## src/rtl/spi_dac_pkg.sv

```systemverilog
// Shared types and constants for the SPI DAC sample transmitter.
// Latency: n/a (declarations only).
// Backpressure: n/a.
package spi_dac_pkg;

    localparam int FRAME_W = 16;
    localparam int DATA_W  = 10;
    localparam int CFG_W   = 4;

    // Frame bits [15:12]: channel, unused, gain, shutdown_n.
    localparam logic [CFG_W-1:0] DEFAULT_CFG = 4'b0011;

    typedef enum logic [2:0] {
        IDLE,
        FETCH,
        CAPTURE,
        SHIFT,
        LATCH
    } state_e;

    // Frame layout: config nibble, 10-bit sample, two pad bits.
    function automatic logic [FRAME_W-1:0] build_frame(
        input logic [CFG_W-1:0]  cfg,
        input logic [DATA_W-1:0] sample
    );
        return {cfg, sample, 2'b00};
    endfunction

endpackage

```

## src/rtl/sample_tick_gen.sv

```systemverilog
// Sample-rate timer: one-cycle tick every SAMPLE_DIV clocks while enabled.
// Latency: tick on the cycle the counter sits at SAMPLE_DIV-1; count restarts at 0.
// Backpressure: none; ticks are free-running and the consumer drops any it cannot take.
module sample_tick_gen #(
    parameter int SAMPLE_DIV = 1000
) (
    input  logic clk,
    input  logic rst,
    input  logic enable_i,
    output logic tick_o
);

    localparam int CNT_W = (SAMPLE_DIV > 1) ? $clog2(SAMPLE_DIV) : 1;
    localparam logic [CNT_W-1:0] CNT_MAX = CNT_W'(SAMPLE_DIV - 1);

    logic [CNT_W-1:0] cnt_q;
    logic [CNT_W-1:0] cnt_d;

    // Next count: held at zero while disabled, wraps on terminal count.
    always_comb begin
        cnt_d = cnt_q;
        if (!enable_i) begin
            cnt_d = '0;
        end else if (cnt_q == CNT_MAX) begin
            cnt_d = '0;
        end else begin
            cnt_d = cnt_q + 1'b1;
        end
    end

    // Counter register with synchronous reset.
    always_ff @(posedge clk) begin
        if (rst) begin
            cnt_q <= '0;
        end else begin
            cnt_q <= cnt_d;
        end
    end

    assign tick_o = enable_i && (cnt_q == CNT_MAX);

endmodule

```

## src/rtl/spi_dac_tx.sv

```systemverilog
// Pulls one 10-bit sample per tick from the FIFO and ships it as a 16-bit mode-0 SPI frame plus LDAC pulse.
// Latency: read strobe tick+1, cs_n low tick+3 for 32*CLK_DIV cycles, then LDAC low for CLK_DIV cycles.
// Backpressure: none upstream; an empty FIFO at tick resends the last sample and pulses underrun.
module spi_dac_tx
    import spi_dac_pkg::*;
#(
    parameter int               CLK_DIV    = 4,
    parameter int               SAMPLE_DIV = 1000,
    parameter logic [CFG_W-1:0] CFG_BITS   = DEFAULT_CFG
) (
    input  logic              clk,
    input  logic              rst,
    input  logic              enable,
    input  logic [DATA_W-1:0] fifo_data,
    input  logic              fifo_empty,
    output logic              fifo_rd_en,
    output logic              spi_sclk,
    output logic              spi_mosi,
    output logic              spi_cs_n,
    output logic              ldac_n,
    output logic              busy,
    output logic              underrun
);

    localparam int DIV_W = (CLK_DIV > 1) ? $clog2(CLK_DIV) : 1;
    localparam logic [DIV_W-1:0] DIV_MAX = DIV_W'(CLK_DIV - 1);

    logic tick;

    state_e              state_q,       state_d;
    logic [DIV_W-1:0]    div_q,         div_d;
    logic [3:0]          bit_q,         bit_d;
    logic [FRAME_W-2:0]  shift_q,       shift_d;   // bits still to send after the one on mosi
    logic [DATA_W-1:0]   last_sample_q, last_sample_d;
    logic                rd_issued_q,   rd_issued_d;
    logic                fifo_rd_en_q,  fifo_rd_en_d;
    logic                sclk_q,        sclk_d;
    logic                mosi_q,        mosi_d;
    logic                cs_n_q,        cs_n_d;
    logic                ldac_n_q,      ldac_n_d;
    logic                busy_q,        busy_d;
    logic                underrun_q,    underrun_d;

    logic [FRAME_W-1:0]  frame_w;

    sample_tick_gen #(
        .SAMPLE_DIV (SAMPLE_DIV)
    ) u_tick (
        .clk      (clk),
        .rst      (rst),
        .enable_i (enable),
        .tick_o   (tick)
    );

    // Fresh FIFO word if a read went out this frame, otherwise repeat the last one.
    assign frame_w = build_frame(CFG_BITS, rd_issued_q ? fifo_data : last_sample_q);

    // Next-state and output decode for the frame sequencer.
    always_comb begin
        state_d       = state_q;
        div_d         = div_q;
        bit_d         = bit_q;
        shift_d       = shift_q;
        last_sample_d = last_sample_q;
        rd_issued_d   = rd_issued_q;
        fifo_rd_en_d  = 1'b0;
        sclk_d        = sclk_q;
        mosi_d        = mosi_q;
        cs_n_d        = cs_n_q;
        ldac_n_d      = ldac_n_q;
        busy_d        = busy_q;
        underrun_d    = 1'b0;

        case (state_q)
            IDLE: begin
                if (tick) begin
                    state_d = FETCH;
                    busy_d  = 1'b1;
                    if (!fifo_empty) begin
                        fifo_rd_en_d = 1'b1;
                        rd_issued_d  = 1'b1;
                    end else begin
                        underrun_d  = 1'b1;
                        rd_issued_d = 1'b0;
                    end
                end
            end

            // FIFO registers the read word during this cycle.
            FETCH: begin
                state_d = CAPTURE;
            end

            CAPTURE: begin
                if (rd_issued_q) begin
                    last_sample_d = fifo_data;
                end
                mosi_d  = frame_w[FRAME_W-1];
                shift_d = frame_w[FRAME_W-2:0];
                cs_n_d  = 1'b0;
                sclk_d  = 1'b0;
                div_d   = '0;
                bit_d   = 4'd15;
                state_d = SHIFT;
            end

            SHIFT: begin
                if (div_q == DIV_MAX) begin
                    div_d = '0;
                    if (!sclk_q) begin
                        sclk_d = 1'b1;
                    end else begin
                        // End of a high phase: next bit goes out as sclk falls.
                        sclk_d = 1'b0;
                        if (bit_q == 4'd0) begin
                            cs_n_d   = 1'b1;
                            ldac_n_d = 1'b0;
                            mosi_d   = 1'b0;
                            state_d  = LATCH;
                        end else begin
                            bit_d   = bit_q - 4'd1;
                            mosi_d  = shift_q[FRAME_W-2];
                            shift_d = {shift_q[FRAME_W-3:0], 1'b0};
                        end
                    end
                end else begin
                    div_d = div_q + 1'b1;
                end
            end

            LATCH: begin
                if (div_q == DIV_MAX) begin
                    div_d    = '0;
                    ldac_n_d = 1'b1;
                    busy_d   = 1'b0;
                    state_d  = IDLE;
                end else begin
                    div_d = div_q + 1'b1;
                end
            end

            default: begin
                state_d = IDLE;
            end
        endcase
    end

    // State and output registers; reset aborts any frame in flight.
    always_ff @(posedge clk) begin
        if (rst) begin
            state_q       <= IDLE;
            div_q         <= '0;
            bit_q         <= '0;
            shift_q       <= '0;
            last_sample_q <= '0;
            rd_issued_q   <= 1'b0;
            fifo_rd_en_q  <= 1'b0;
            sclk_q        <= 1'b0;
            mosi_q        <= 1'b0;
            cs_n_q        <= 1'b1;
            ldac_n_q      <= 1'b1;
            busy_q        <= 1'b0;
            underrun_q    <= 1'b0;
        end else begin
            state_q       <= state_d;
            div_q         <= div_d;
            bit_q         <= bit_d;
            shift_q       <= shift_d;
            last_sample_q <= last_sample_d;
            rd_issued_q   <= rd_issued_d;
            fifo_rd_en_q  <= fifo_rd_en_d;
            sclk_q        <= sclk_d;
            mosi_q        <= mosi_d;
            cs_n_q        <= cs_n_d;
            ldac_n_q      <= ldac_n_d;
            busy_q        <= busy_d;
            underrun_q    <= underrun_d;
        end
    end

    assign fifo_rd_en = fifo_rd_en_q;
    assign spi_sclk   = sclk_q;
    assign spi_mosi   = mosi_q;
    assign spi_cs_n   = cs_n_q;
    assign ldac_n     = ldac_n_q;
    assign busy       = busy_q;
    assign underrun   = underrun_q;

endmodule

```

## config.mk

```make
export PLATFORM = sky130hd
export DESIGN_NAME = spi_dac_tx
export DESIGN_NICKNAME = d
export VERILOG_FILES = /design/src/rtl/spi_dac_pkg.sv /design/src/rtl/sample_tick_gen.sv /design/src/rtl/spi_dac_tx.sv
export SDC_FILE = /design/constraint.sdc
export NUM_CORES = 1
export LEC_CHECK = 0
export BUFFER_PORTS_ARGS = -buffer_cell sky130_fd_sc_hd__buf_2
export CORE_MARGIN = 5
export CORE_UTILIZATION = 60
export DETAILED_ROUTE_END_ITERATION = 12
export GPL_TIMING_DRIVEN = 1
export PLACE_DENSITY = 0.81
export SYNTH_ARGS = -nofsm -noshare
export SYNTH_HDL_FRONTEND = slang
export SYNTH_HIERARCHICAL = 1
export SYNTH_SLANG_ARGS = --single-unit
```

## constraint.sdc

```tcl
create_clock -name clk -period 3 [get_ports clk]
set_input_delay 0 -clock clk [delete_from_list [all_inputs] [get_ports clk]]
set_output_delay 0 -clock clk [all_outputs]
set_load 0.01 [all_outputs]
```

=== Word level (Yosys, flattened, before mapping) ===
Cells that the tools add are included.
Widths: inputs -> output; s select.

* Flip-flop bits (word level): 52
* Latch bits: 0
* RAM bits: 0
* Bits in read-only memories: 0
* Input bits: 14
* Output and inout bits: 7
* Logic and storage cells: 88
* Memories: 0

* Add/subtract/negate cells: 3
* Multiply operators: 0
* Divide/modulo/power cells: 0
* $lt $le $gt $ge: 0
* Equality and inequality tests: 12
* Shifts and indexed selects: 0
* Multiplexer cells: 38
* Bitwise logic cells: 3
* Reduce and logical (&&, ||, !) cells: 18

{| class="wikitable"
|+ Operators with widths
! kind !! count
|-
| $mux 15 || 3
|-
| $pmux 15 s2 || 1
|-
| $mux 1 || 16
|-
| $mux 3 || 5
|-
| $pmux 3 s5 || 1
|-
| $mux 4 || 3
|-
| $ne 2x2->1 const B || 6
|-
| $add 10x1->10 const B || 1
|-
| $eq 10x10->1 const B || 1
|-
| $mux 10 || 1
|-
| $pmux 1 s2 || 5
|-
| $reduce_and 5->1 || 2
|-
| $pmux 4 s2 || 1
|-
| $reduce_and 4->1 || 2
|-
| $reduce_bool 2->1 || 4
|-
| $eq 3x2->1 const B || 2
|-
| $reduce_and 3->1 || 2
|-
| $reduce_or 3->1 || 2
|-
| $logic_not 4->1 || 1
|-
| $pmux 2 s2 || 1
|-
| $reduce_and 2->1 || 2
|-
| $sub 4x1->4 const B || 1
|-
| $eq 3x1->1 const B || 1
|-
| $eq 3x3->1 const B || 1
|-
| other kinds (7) || 9
|}

=== Depth between registers and ports, before layout ===
Gate-level depths: netlist of the first run.

* Word-level depth: 5
* Mapped depth: 7
* Depth with buffers taken out: 7

=== Cells and area by module ===
Netlist of the first run, hierarchy kept.

{| class="wikitable"
|+ Modules (own cells, without submodules)
! module !! times used !! cells an instance !! area an instance (um^2) !! sequential area each (um^2)
|-
| spi_dac_tx || 1 || 193 || 1,741.7 || 800.8
|-
| sample_tick_gen || 1 || 52 || 460.4 || 200.2
|}

=== Worst setup path before layout of the first run ===
No wires, ideal clock.

* Path kind: register to register
* Start point: register bit_q[0]
* End point: register shift_q[10]
* Library setup time: 0.128 ns
* Data arrival time: 1.599 ns
* Data required time: 2.872 ns
* Setup slack: 1.273 ns
* Cell stages (with the launch flop): 8
* Path buffers: 1
* Clock period less this slack: 1.727 ns
* Cells stage by stage: dfxtp_1 -> inv_1 -> ha_1 -> nor3b_2 -> a211o_1 -> buf_6 -> a222oi_1 -> nor2_1

* Word-level cells in the longest chain between the ends: 3

{| class="wikitable"
|+ RTL lines
! item !! line !! RTL
|-
| from (decl) || spi_dac_tx.sv:32 || <nowiki>logic [3:0] bit_q, bit_d;</nowiki>
|-
| from (signal assigned) || spi_dac_tx.sv:167 || <nowiki>bit_q <= bit_d;</nowiki>
|-
| $logic_not 4->1 || spi_dac_tx.sv:115 || <nowiki>if (bit_q == 4'd0) begin</nowiki>
|-
| $ne 2x2->1 (no source line) || n/a ||
|-
| $reduce_and 4->1 (no source line) || n/a ||
|-
| to (signal assigned) || spi_dac_tx.sv:168 || <nowiki>shift_q <= shift_d;</nowiki>
|-
| to (decl) || spi_dac_tx.sv:33 || <nowiki>logic [FRAME_W-2:0] shift_q, shift_d;</nowiki>
|}

No other way between the ends.
A chain may end at the register's enable or synchronous reset.

=== Worst setup path in the final report of the first run ===
* Start point: register u_tick.cnt_q[0]
* End point: register rd_issued_q

* Word-level cells in the longest chain between the ends: 3

{| class="wikitable"
|+ RTL lines
! item !! line !! RTL
|-
| from (decl) || sample_tick_gen.sv:16 || <nowiki>logic [CNT_W-1:0] cnt_q;</nowiki>
|-
| from (signal assigned) || sample_tick_gen.sv:36 || <nowiki>cnt_q <= cnt_d;</nowiki>
|-
| $eq 10x10->1 || sample_tick_gen.sv:40 || <nowiki>assign tick_o = enable_i && (cnt_q == CNT_MAX);</nowiki>
|-
| $logic_and 1x1->1 || sample_tick_gen.sv:40 ||
|-
| via tick || spi_dac_tx.sv:28 || <nowiki>logic tick;</nowiki>
|-
| $reduce_and 2->1 (no source line) || n/a ||
|-
| to (signal assigned) || spi_dac_tx.sv:170 || <nowiki>rd_issued_q <= rd_issued_d;</nowiki>
|-
| to (decl) || spi_dac_tx.sv:35 || <nowiki>logic rd_issued_q, rd_issued_d;</nowiki>
|}

The timed path passes the listed nets, and every way through them passes these cells.

==> flow_summary_export.csv, run 1 <==
group,metric,value,unit
outcome,outcome,"finished clean",
timing,relSlewSlack,53.1,%
power,power.density,469,nW/um^2
grt,antenna_found_initial,0,
drt,wl,4490,um
worst_hold_path,hp-class,"input port to flop",
cts,cts-buffers-inserted,5,
timing,worst_slack,0.985,ns
power,p_seq_share,55.7,%
placement,placed_cells,303,
logic_synthesis,synth.ff_latch_count,50,
drt,drc,0,
power,comb_power_share,3.0,%
logic_synthesis,async_flop_share,0,%
cts,root_buffer,"clkbuf_8",
timing,finalSetupViolCount,0,
die,coreArea,3610,sq um
logic_synthesis,syn_nets,263,
final_layout,final_common_cell,"dfxtp_1",
critical_path,critical_path.max_fanout,4,
cts,postCtsSetupBuffers,0,
final_layout,diodes,0,
final_layout,nets,291,
placement,finalWeightedCongestion,0.791,
logic_synthesis,syn_area,2200,sq um
timing,slew_violations,0,
final_layout,synthToLayoutAreaGrowth,15.6,%
cts,htree_levels,2,
logic_synthesis,synth_edf_count,0,
critical_path,start_kind,"flop",
drt,vias,1860,
die,die-height,70.6,um
cts,clock_sinks,50,
logic_synthesis,yosysWarnings,6,
logic_synthesis,ys.flop_type,"dfxtp_1",
critical_path,crit_chain,"ha_1 > and4bb_1 > nand2_1 > nor3_1 > nand3b_1 > or2_2 > a21oi_1",
die,initial_core_util,61.1,%
grt,met1_usage,23.9,%
timing,hold_viol_final,0,
drt,dr.pass1.iters,8,
cts,clk_path_buf_depth,2,
placement,placed_area,2320,sq um
drt,wl_per_cell,13.9,um
grt,met3_usage,5.54,%
grt,grt.busiest_layer,"met2",
critical_path,r2r_cells,7,
die,ios,21,
placement,post-dp-hpwl,3060,um
grt,grt_pass1_vias,1719,
timing,rsz0062_at_grt,"no",
power,p_int,0.937,mW
timing,period_share,67.2,%
power,swShare,21.7,%
final_layout,drive_gt1_share,18.6,%
power,p_leak,0.900,nW
critical_path,max_stage_delay,0.36,ns
final_layout,instances_no_fill,322,
critical_path,slowest_stage,"dfxtp_1",
timing,fin_crit,2.02,ns
grt,overflow,0,
cts,clock_latency,0.31,ns
cts,clk_pin_slew,0.10,ns
run,max_cap_violations,0,
cts,cts_resized,0,
grt,met2_usage,30.4,%
final_layout,layout_common_cells,"50 x dfxtp_1, 34 x nand2_1, 26 x nor2_1, 23 x a21oi_1, 20 x buf_2",
drt,vias_per_cell,5.78,
critical_path,required,3.25,ns
power,ir_worst_vdd,0.331,mV
cts,cts_tree,"yes",
grt,grt_max_degree,42,
power,finalPower,1.20,mW
critical_path,crit_path_end_kind,"flop",
drt,dr.first_iter.drc_count,183,
logic_synthesis,ys_seq_area_share,45.5,%
power,p_switching,0.259,mW
final_layout,n_fill_cell,272,
placement,pre_cts_ws,1.01,ns
power,clockPowerShare,41.3,%
grt,grt.total_usage,19.5,%
worst_hold_path,hold_path_depth,3,
drt,antenna_left,0,
timing,worstMarginPinSlew,0.703,ns
timing,fin_skew,0.00832,ns
timing,whs,0.0659,ns
die,dieArea,4980,sq um
die,die_w,70.6,um
final_layout,utilization,70.6,%
logic_synthesis,synth_cells,245,
grt,grt_first_pass_wirelength,7780,um
timing,fin_tns_setup,0,ns
placement,numPortBuffers,20,
final_layout,register_area,1000,sq um
timing,fmax,496,MHz
critical_path,crit_type,"flop to flop",
final_layout,multiInputGateArea,1110,sq um
logic_synthesis,postSynthAreaPerCell,8.99,sq um
die,rows,22,
final_layout,finalInstanceArea,2550,sq um
logic_synthesis,synth.distinct_cells,47,
critical_path,critPathArrivalTime,2.26,ns
-- cells by family (layout without fill, tap and decap cells) --
group	after synthesis	count (layout)	share of synthesized area, %
xor+xnor	6	6	2.39
compound gates	51	51	16.5
buf+inv	20	49	4.03
mux	10	10	5.06
simple gates	104	104	24.3
flops	50	50	45.5
fa+ha+maj	4	4	2.27
-- power groups by stage --
stage / combinational [mW] / clock, mW / sequential, mW
2_1_floorplan: 0.0115 / 0 / 0.681
3_3_place_gp: 0.0240 / 0 / 0.681
3_5_place_dp: 0.0243 / 0 / 0.681
4_1_cts: 0.0351 / 0.500 / 0.665
5_1_grt: 0.0401 / 0.535 / 0.666
6_report: 0.0361 / 0.494 / 0.665
-- worst paths after layout --
kind	from	endpoint	slack, ns
worst max-delay path	u_tick/cnt_q[0]	rd_issued_q	0.98
worst min-delay path	enable	u_tick/cnt_q[9]	0.07
worst max register to register	u_tick/cnt_q[0]	rd_issued_q	0.98
worst min register to register	u_tick/cnt_q[0]	u_tick/cnt_q[0]	0.45
-- sequential cells by signal (all words and copies together) (netlist names) --
register	cells
spi_cs_n	1
last_sample_q	10
bit_q	4
ldac_n	1
underrun	1
rd_issued_q	1
fifo_rd_en	1
spi_mosi	1
busy	1
state_q	3
shift_q	13
u_tick/cnt_q	10
div_q	2
spi_sclk	1
-- cell usage after synthesis (all sizes together) (3+ instances only) --
cell / instances / area share, %
nor2: 26 / 4.4
nor3b: 4 / 1.8
nor3: 8 / 1.8
xnor2: 4 / 1.6
nand2: 34 / 5.8
a222oi: 9 / 4.1
mux2: 9 / 4.6
a311oi: 3 / 1.2
or2: 3 / 0.85
ha: 4 / 2.3
a31oi: 3 / 0.85
inv: 8 / 1.4
nand2b: 3 / 0.85
clkbuf: 5 / 0.85
a21oi: 23 / 5.2
nand3: 9 / 2.6
dfxtp: 50 / 45
buf: 7 / 1.8
nand3b: 3 / 1.0
-- final cells by class --
| cell class | instances | share of cell area (%) |
|---|---|---|
| clock buffers | 5 | 2.70 |
| multi-input cells | 175 | 43.7 |
| clock inverters | 3 | 1.92 |
| repair buffers | 33 | 8.85 |
| flip-flops and latches | 50 | 39.3 |
| inverters | 8 | 1.18 |
| well taps | 48 | 2.36 |
-- critical path, delay by kind of cell, from the launching register on --
family | cells | cell delay (ns)
compound gates | 1 | 0.11
fa+ha+maj | 1 | 0.23
flops | 1 | 0.36
simple gates | 5 | 1.25
-- timing repair --
item / CTS / global route
hold endpoints to repair: 13 / 0
hold buffers: 11 / 0
endpoints found under the setup margin: 0 / 0
-- metal layers --
layer	share of wire, %	wire, um
met1	43	1940
met2	48	2160
met3	5.2	233
met4	3.6	160
met5	0	0
No activity file was read; power rests on OpenSTA's default activity.
==> inputs of run 2 (changes only) <==
ABC_AREA = 1   (was not set)
CORE_UTILIZATION = 59   (was 60)
PLACE_DENSITY = 0.79   (was 0.81)
clock period = 1.98 ns   (was 3 ns; I/O delays follow)
==> flow_summary_export.csv, run 2 <==
group,metric,value,unit
outcome,outcome,"finished clean",
grt,overflow,0,
logic_synthesis,yosys-top-cells-area,"dfxtp_1 41%, nand2_1 14%, inv_1 6.4%",
power,power.density,1240,nW/um^2
final_layout,finalInstanceArea,2690,sq um
timing,rsz0062_at_grt,"no",
critical_path,start_kind,"flop",
drt,wl,4850,um
drt,wl_per_cell,11.7,um
worst_hold_path,hp-class,"input port to flop",
placement,numPortBuffers,20,
critical_path,r2r-start,"u_tick/cnt_q[0]",
logic_synthesis,synth_common_cells,"89 x nand2_1, 50 x dfxtp_1, 41 x inv_1, 37 x nor2_1, 30 x o21ai_0",
power,p_leak,1.12,nW
critical_path,crit_chain,"ha_1 > inv_1 > nor2_1 > nand3_1 > nor2_1 > nand4_1 > nor2_1 > a31o_2",
cts,cts-buffers-inserted,5,
cts,clock_latency,0.31,ns
logic_synthesis,yosysWarnings,6,
placement,placed_area,2540,sq um
logic_synthesis,synth.top_cell.area_share,41.3,%
timing,hold_viol_final,0,
critical_path,max_stage_delay,0.40,ns
logic_synthesis,ys_seq_area_share,41.3,%
critical_path,critical_path.max_fanout,5,
logic_synthesis,syn_nets,364,
logic_synthesis,synth.ff_latch_count,50,
final_layout,largest-register,"shift_q",
grt,grt_pass1_vias,1973,
timing,finalSetupViolCount,0,
logic_synthesis,syn_area,2420,sq um
die,ios,21,
critical_path,cp_top_family,"simple AND/OR/NAND/NOR gates",
final_layout,nets,382,
timing,fin_tns_setup,0,ns
cts,cts_tree,"yes",
power,finalPower,3.33,mW
drt,vias_per_cell,5.05,
cts,clk_pin_slew,0.09,ns
die,rows,23,
critical_path,critPathArrivalTime,1.89,ns
cts,htree_levels,2,
critical_path,ff2ff_setup_slack,0.35,ns
worst_hold_path,hold_path_depth,5,
cts,clock_sinks,50,
drt,dr.pass1.iters,4,
logic_synthesis,synth_edf_count,0,
placement,post-dp-hpwl,3290,um
cts,clk_path_buf_depth,2,
logic_synthesis,yosysMostFrequentCell,"nand2_1",
run,max_cap_violations,0,
logic_synthesis,synth_cells,346,
critical_path,required,2.24,ns
timing,worstMarginPinSlew,0.713,ns
drt,drc,0,
critical_path,slowest_stage,"dfxtp_1",
critical_path,critPathBufInv,1,
cts,cts_resized,0,
final_layout,synthToLayoutAreaGrowth,11.2,%
placement,finalWeightedCongestion,0.850,
drt,vias,2095,
timing,fmax,612,MHz
worst_hold_path,hp-start,"enable",
grt,grt.total_usage,20.1,%
grt,antenna_found_initial,0,
grt,grt_first_pass_wirelength,8530,um
final_layout,final_common_cell,"nand2_1",
logic_synthesis,async_flop_share,0,%
timing,fin_crit,1.63,ns
die,dieArea,5490,sq um
final_layout,diodes,0,
timing,fin_skew,0.0119,ns
final_layout,largest_reg_flops,13,
final_layout,layout_common_cells,"89 x nand2_1, 50 x dfxtp_1, 41 x inv_1, 37 x nor2_1, 30 x o21ai_0",
die,initial_core_util,60.6,%
drt,antenna_left,0,
final_layout,drive_gt1_share,12.9,%
logic_synthesis,synth.distinct_cells,31,
die,coreArea,4000,sq um
final_layout,biggestRegsByFlops,"shift_q: 13 flops, last_sample_q: 10 flops, u_tick/cnt_q: 10 flops",
timing,slew_violations,0,
critical_path,timing.rr.end,"rd_issued_q",
critical_path,cp_common_cell,"nor2_1",
cts,root_buffer,"clkbuf_8",
critical_path,crit_type,"flop to flop",
timing,whs,0.0436,ns
timing,period_share,82.5,%
logic_synthesis,ys.flop_type,"dfxtp_1",
critical_path,r2r_cells,8,
power,ir_worst_vdd,0.667,mV
die,die_w,74.1,um
drt,dr.first_iter.drc_count,150,
logic_synthesis,yosys.area.top_type,"dfxtp_1",
worst_hold_path,min_to,"u_tick/cnt_q[2]",
die,die-height,74.1,um
critical_path,crit_path_end_kind,"flop",
timing,relSlewSlack,52.4,%
logic_synthesis,postSynthAreaPerCell,7.00,sq um
grt,grt_max_degree,25,
[run 2: changes by cell type after synthesis, moves of 9 or more]
| cell | previous run | this run |
|---|---|---|
| nand3_1 | 8 | 26 |
| mux2_2 | 9 | 0 |
| a222oi_1 | 9 | 0 |
| nand2_1 | 34 | 89 |
| o21ai_0 | 2 | 30 |
| inv_1 | 8 | 41 |
| nor2_1 | 26 | 37 |
[run 2: cells by family after synthesis]
logic type	count (synthesis)	share of synthesized area [%]
compound gates	61	13.1
xor+xnor	2	0.723
fa+ha+maj	4	2.07
buf+inv	56	9.60
flops	50	41.3
simple gates	173	33.2
[run 2: layout make-up]
class / instances / area (sq um)
Tap cell: 50 / 62.6
Inverter: 42 / 158
Sequential cell: 50 / 1000
Clock buffer: 6 / 82.6
Multi-Input combinational cell: 240 / 1190
Clock inverter: 2 / 60.1
Timing Repair Buffer: 25 / 140
Fill cell: 351 / 1310
[run 2: worst max-delay path by stage]
| stage | startpoint | endpoint | slack [ns] | cells after the start |
|---|---|---|---|---|
| after floorplan | u_tick/cnt_q[0] | rd_issued_q | 0.57 | 7 |
| after CTS | u_tick/cnt_q[0] | rd_issued_q | 0.33 | 8 |
| after detailed placement | bit_q[0] | shift_q[8] | 0.42 | 9 |
| after global routing | u_tick/cnt_q[0] | rd_issued_q | 0.17 | 8 |
| after global placement | state_q[2] | spi_mosi | 0.46 | 6 |
| final | u_tick/cnt_q[0] | rd_issued_q | 0.35 | 8 |
[run 2: worst register-to-register path, cell delays in order, from the launching register on]
cell and delay [ns]:
dfxtp_1 0.40, ha_1 0.24, inv_1 0.06, nor2_1 0.14
nand3_1 0.14, nor2_1 0.17, nand4_1 0.14, nor2_1 0.18
a31o_2 0.12
[run 2: power by group]
group	total (mW)	switching (mW)	internal, mW
Clock	0.878	0.339	0.539
Sequential	1.36	0.118	1.24
Combinational	1.09	0.717	0.377
Total	3.33	1.17	2.16
[run 2: repair_timing]
action                                 CTS  global route
setup buffers                            0             0
endpoints found under the hold margin    2             0
hold buffers                             1             0
[run 2: per-stage QoR]
stage	cells	worst slack, ns	utilization, %
after global routing	415	0.169	67.3
after detailed placement	406	0.425	63.5
after global placement	406	0.457	63.5
after floorplan	346	0.568	-
after CTS	415	0.328	67.3
final	415	0.346	67.3
[run 2: metal layers]
layer / vias to the layer above / global-route usage [%] / share of wire (%)
met5: - / 0 / 0
met4: 0 / 8.05 / 1.6
met3: 9 / 5.14 / 4.1
met2: 30 / 34.4 / 49
met1: 919 / 24.0 / 45
li1: 1137 / - / -
==> inputs of run 3 (changes only) <==
CORE_UTILIZATION = 53   (was 59)
PLACE_DENSITY = 0.75   (was 0.79)
clock period = 1.45 ns   (was 1.98 ns; I/O delays follow)
==> flow_summary_export.csv, run 3 (synthesized netlist as in run 2, its figures left out) <==
group,metric,value,unit
outcome,outcome,"finished clean",
die,die-height,77.6,um
drt,vias_per_cell,5.10,
drt,wl,4870,um
drt,antenna_left,0,
timing,period_share,94.6,%
power,p_seq_share,42.0,%
timing,worstMarginPinSlew,0.287,ns
power,p_int,2.84,mW
final_layout,layout_common_cells,"89 x nand2_1, 42 x dfxtp_1, 40 x inv_1, 35 x nor2_1, 29 x o21ai_0",
cts,clk_pin_slew,0.09,ns
grt,met3_usage,3.82,%
die,dieArea,6020,sq um
grt,grt.busiest_layer,"met2",
grt,grt_first_pass_wirelength,8710,um
power,ir_worst_vdd,0.821,mV
final_layout,largest_reg_flops,13,
run,max_cap_violations,0,
drt,wl_per_cell,11.3,um
final_layout,utilization,65.0,%
grt,grt_max_degree,25,
power,p_switching,1.60,mW
grt,grt.total_usage,17.2,%
cts,root_buffer,"clkbuf_8",
drt,vias,2208,
final_layout,drive_gt1_share,20.7,%
final_layout,diodes,0,
final_layout,largest-register,"shift_q",
placement,numPortBuffers,20,
timing,relSlewSlack,80.6,%
timing,finalSetupViolCount,0,
timing,hold_viol_final,0,
drt,dr.pass1.iters,4,
timing,whs,0.0798,ns
power,power.density,1560,nW/um^2
cts,clk_path_buf_depth,2,
power,swShare,36.0,%
cts,cts_tree,"yes",
critical_path,crit_path_end_kind,"flop",
worst_hold_path,hp-class,"input port to flop",
power,comb_power_share,37.0,%
critical_path,crit_type,"flop to flop",
timing,fmax,729,MHz
grt,overflow,0,
placement,finalWeightedCongestion,0.876,
timing,slew_violations,0,
die,coreArea,4380,sq um
critical_path,critical_path.max_fanout,5,
cts,clock_latency,0.30,ns
grt,grt_pass1_vias,2115,
power,clockPowerShare,21.1,%
die,ios,21,
drt,dr.first_iter.drc_count,178,
cts,htree_levels,2,
die,rows,24,
cts,clock_sinks,50,
cts,cts-buffers-inserted,5,
final_layout,biggestRegsByFlops,"shift_q: 13 flops, last_sample_q: 10 flops, u_tick/cnt_q: 10 flops",
placement,post-dp-hpwl,3390,um
final_layout,final_common_cell,"nand2_1",
die,die_w,77.6,um
critical_path,start_kind,"flop",
grt,met1_usage,20.1,%
critical_path,required,1.65,ns
critical_path,critPathArrivalTime,1.57,ns
timing,rsz0062_at_grt,"yes",
timing,fin_tns_setup,0,ns
power,p_leak,1.19,nW
grt,met2_usage,30.5,%
die,initial_core_util,55.3,%
critical_path,ff2ff_setup_slack,0.08,ns
drt,drc,0,
timing,fin_crit,1.37,ns
grt,antenna_found_initial,0,
final_layout,synthToLayoutAreaGrowth,17.6,%
final_layout,nets,398,
timing,fin_skew,0.00470,ns
==> run 3: cell types whose count changed in the layout (fill, tap and decap cells not counted), sizes merged <==
| cell | change |
|---|---|
| bufinv | -2 |
| buf | +16 |
| clkbuf | +2 |
==> run 3: worst paths after layout <==
kind | from | endpoint | cells after the start
worst max-delay path | div_q[0] | shift_q[14] | 7
worst min-delay path | enable | u_tick/cnt_q[2] | 5
worst max register to register | div_q[0] | shift_q[14] | 7
worst min register to register | ldac_n | ldac_n | 2
==> run 3: repair_timing <==
item / CTS / global route
hold endpoints to repair: 2 / 0
gates resized for setup: 0 / 22
hold buffers: 1 / 0
buffers inserted: 0 / 1
setup endpoints to repair: 0 / 26
==> run 3: metal layers <==
metal  vias to the layer above  share of wire [%]
met2                        33                 49
li1                       1166                  -
met3                         8                3.7
met5                         -                  0
met1                      1001                 45
met4                         0                1.7
==> run 3: critical path: stages (launching register included) <==
cell,delay [ns]
dfxtp_2,0.35
ha_2,0.20
inv_2,0.07
o21ai_4,0.24
buf_2,0.22
nand3_1,0.09
nand2_1,0.07
nor2_1,0.03
==> run 3: power groups by stage <==
stage / combinational, mW / sequential [mW] / clock (mW)
6_report: 1.64 / 1.86 / 0.935
5_1_grt: 1.92 / 1.91 / 1.01
4_1_cts: 1.58 / 1.86 / 0.960
3_5_place_dp: 1.57 / 1.89 / 0
3_3_place_gp: 1.53 / 1.88 / 0
2_1_floorplan: 1.21 / 1.88 / 0
==> run 3: area by class of cell <==
cell class,count,area (sq um)
clock buffer,8,110
sequential,50,1010
tap,52,65.1
inverter,42,158
timing repair buffer,41,265
fill,416,1540
multi-input combinational,240,1240
==> run 3: through the flow <==
step | instance area (sq um) | power, mW | std cells | worst slack [ns]
global route | 2850 | 4.84 | 433 | -0.0236
global placement | 2650 | 3.40 | 422 | 0.0617
CTS | 2770 | 4.40 | 431 | 0.00468
detailed placement | 2650 | 3.46 | 422 | 0.0165
finish | 2850 | 4.44 | 433 | 0.0783
floorplan | 2420 | 3.09 | 346 | 0.0379
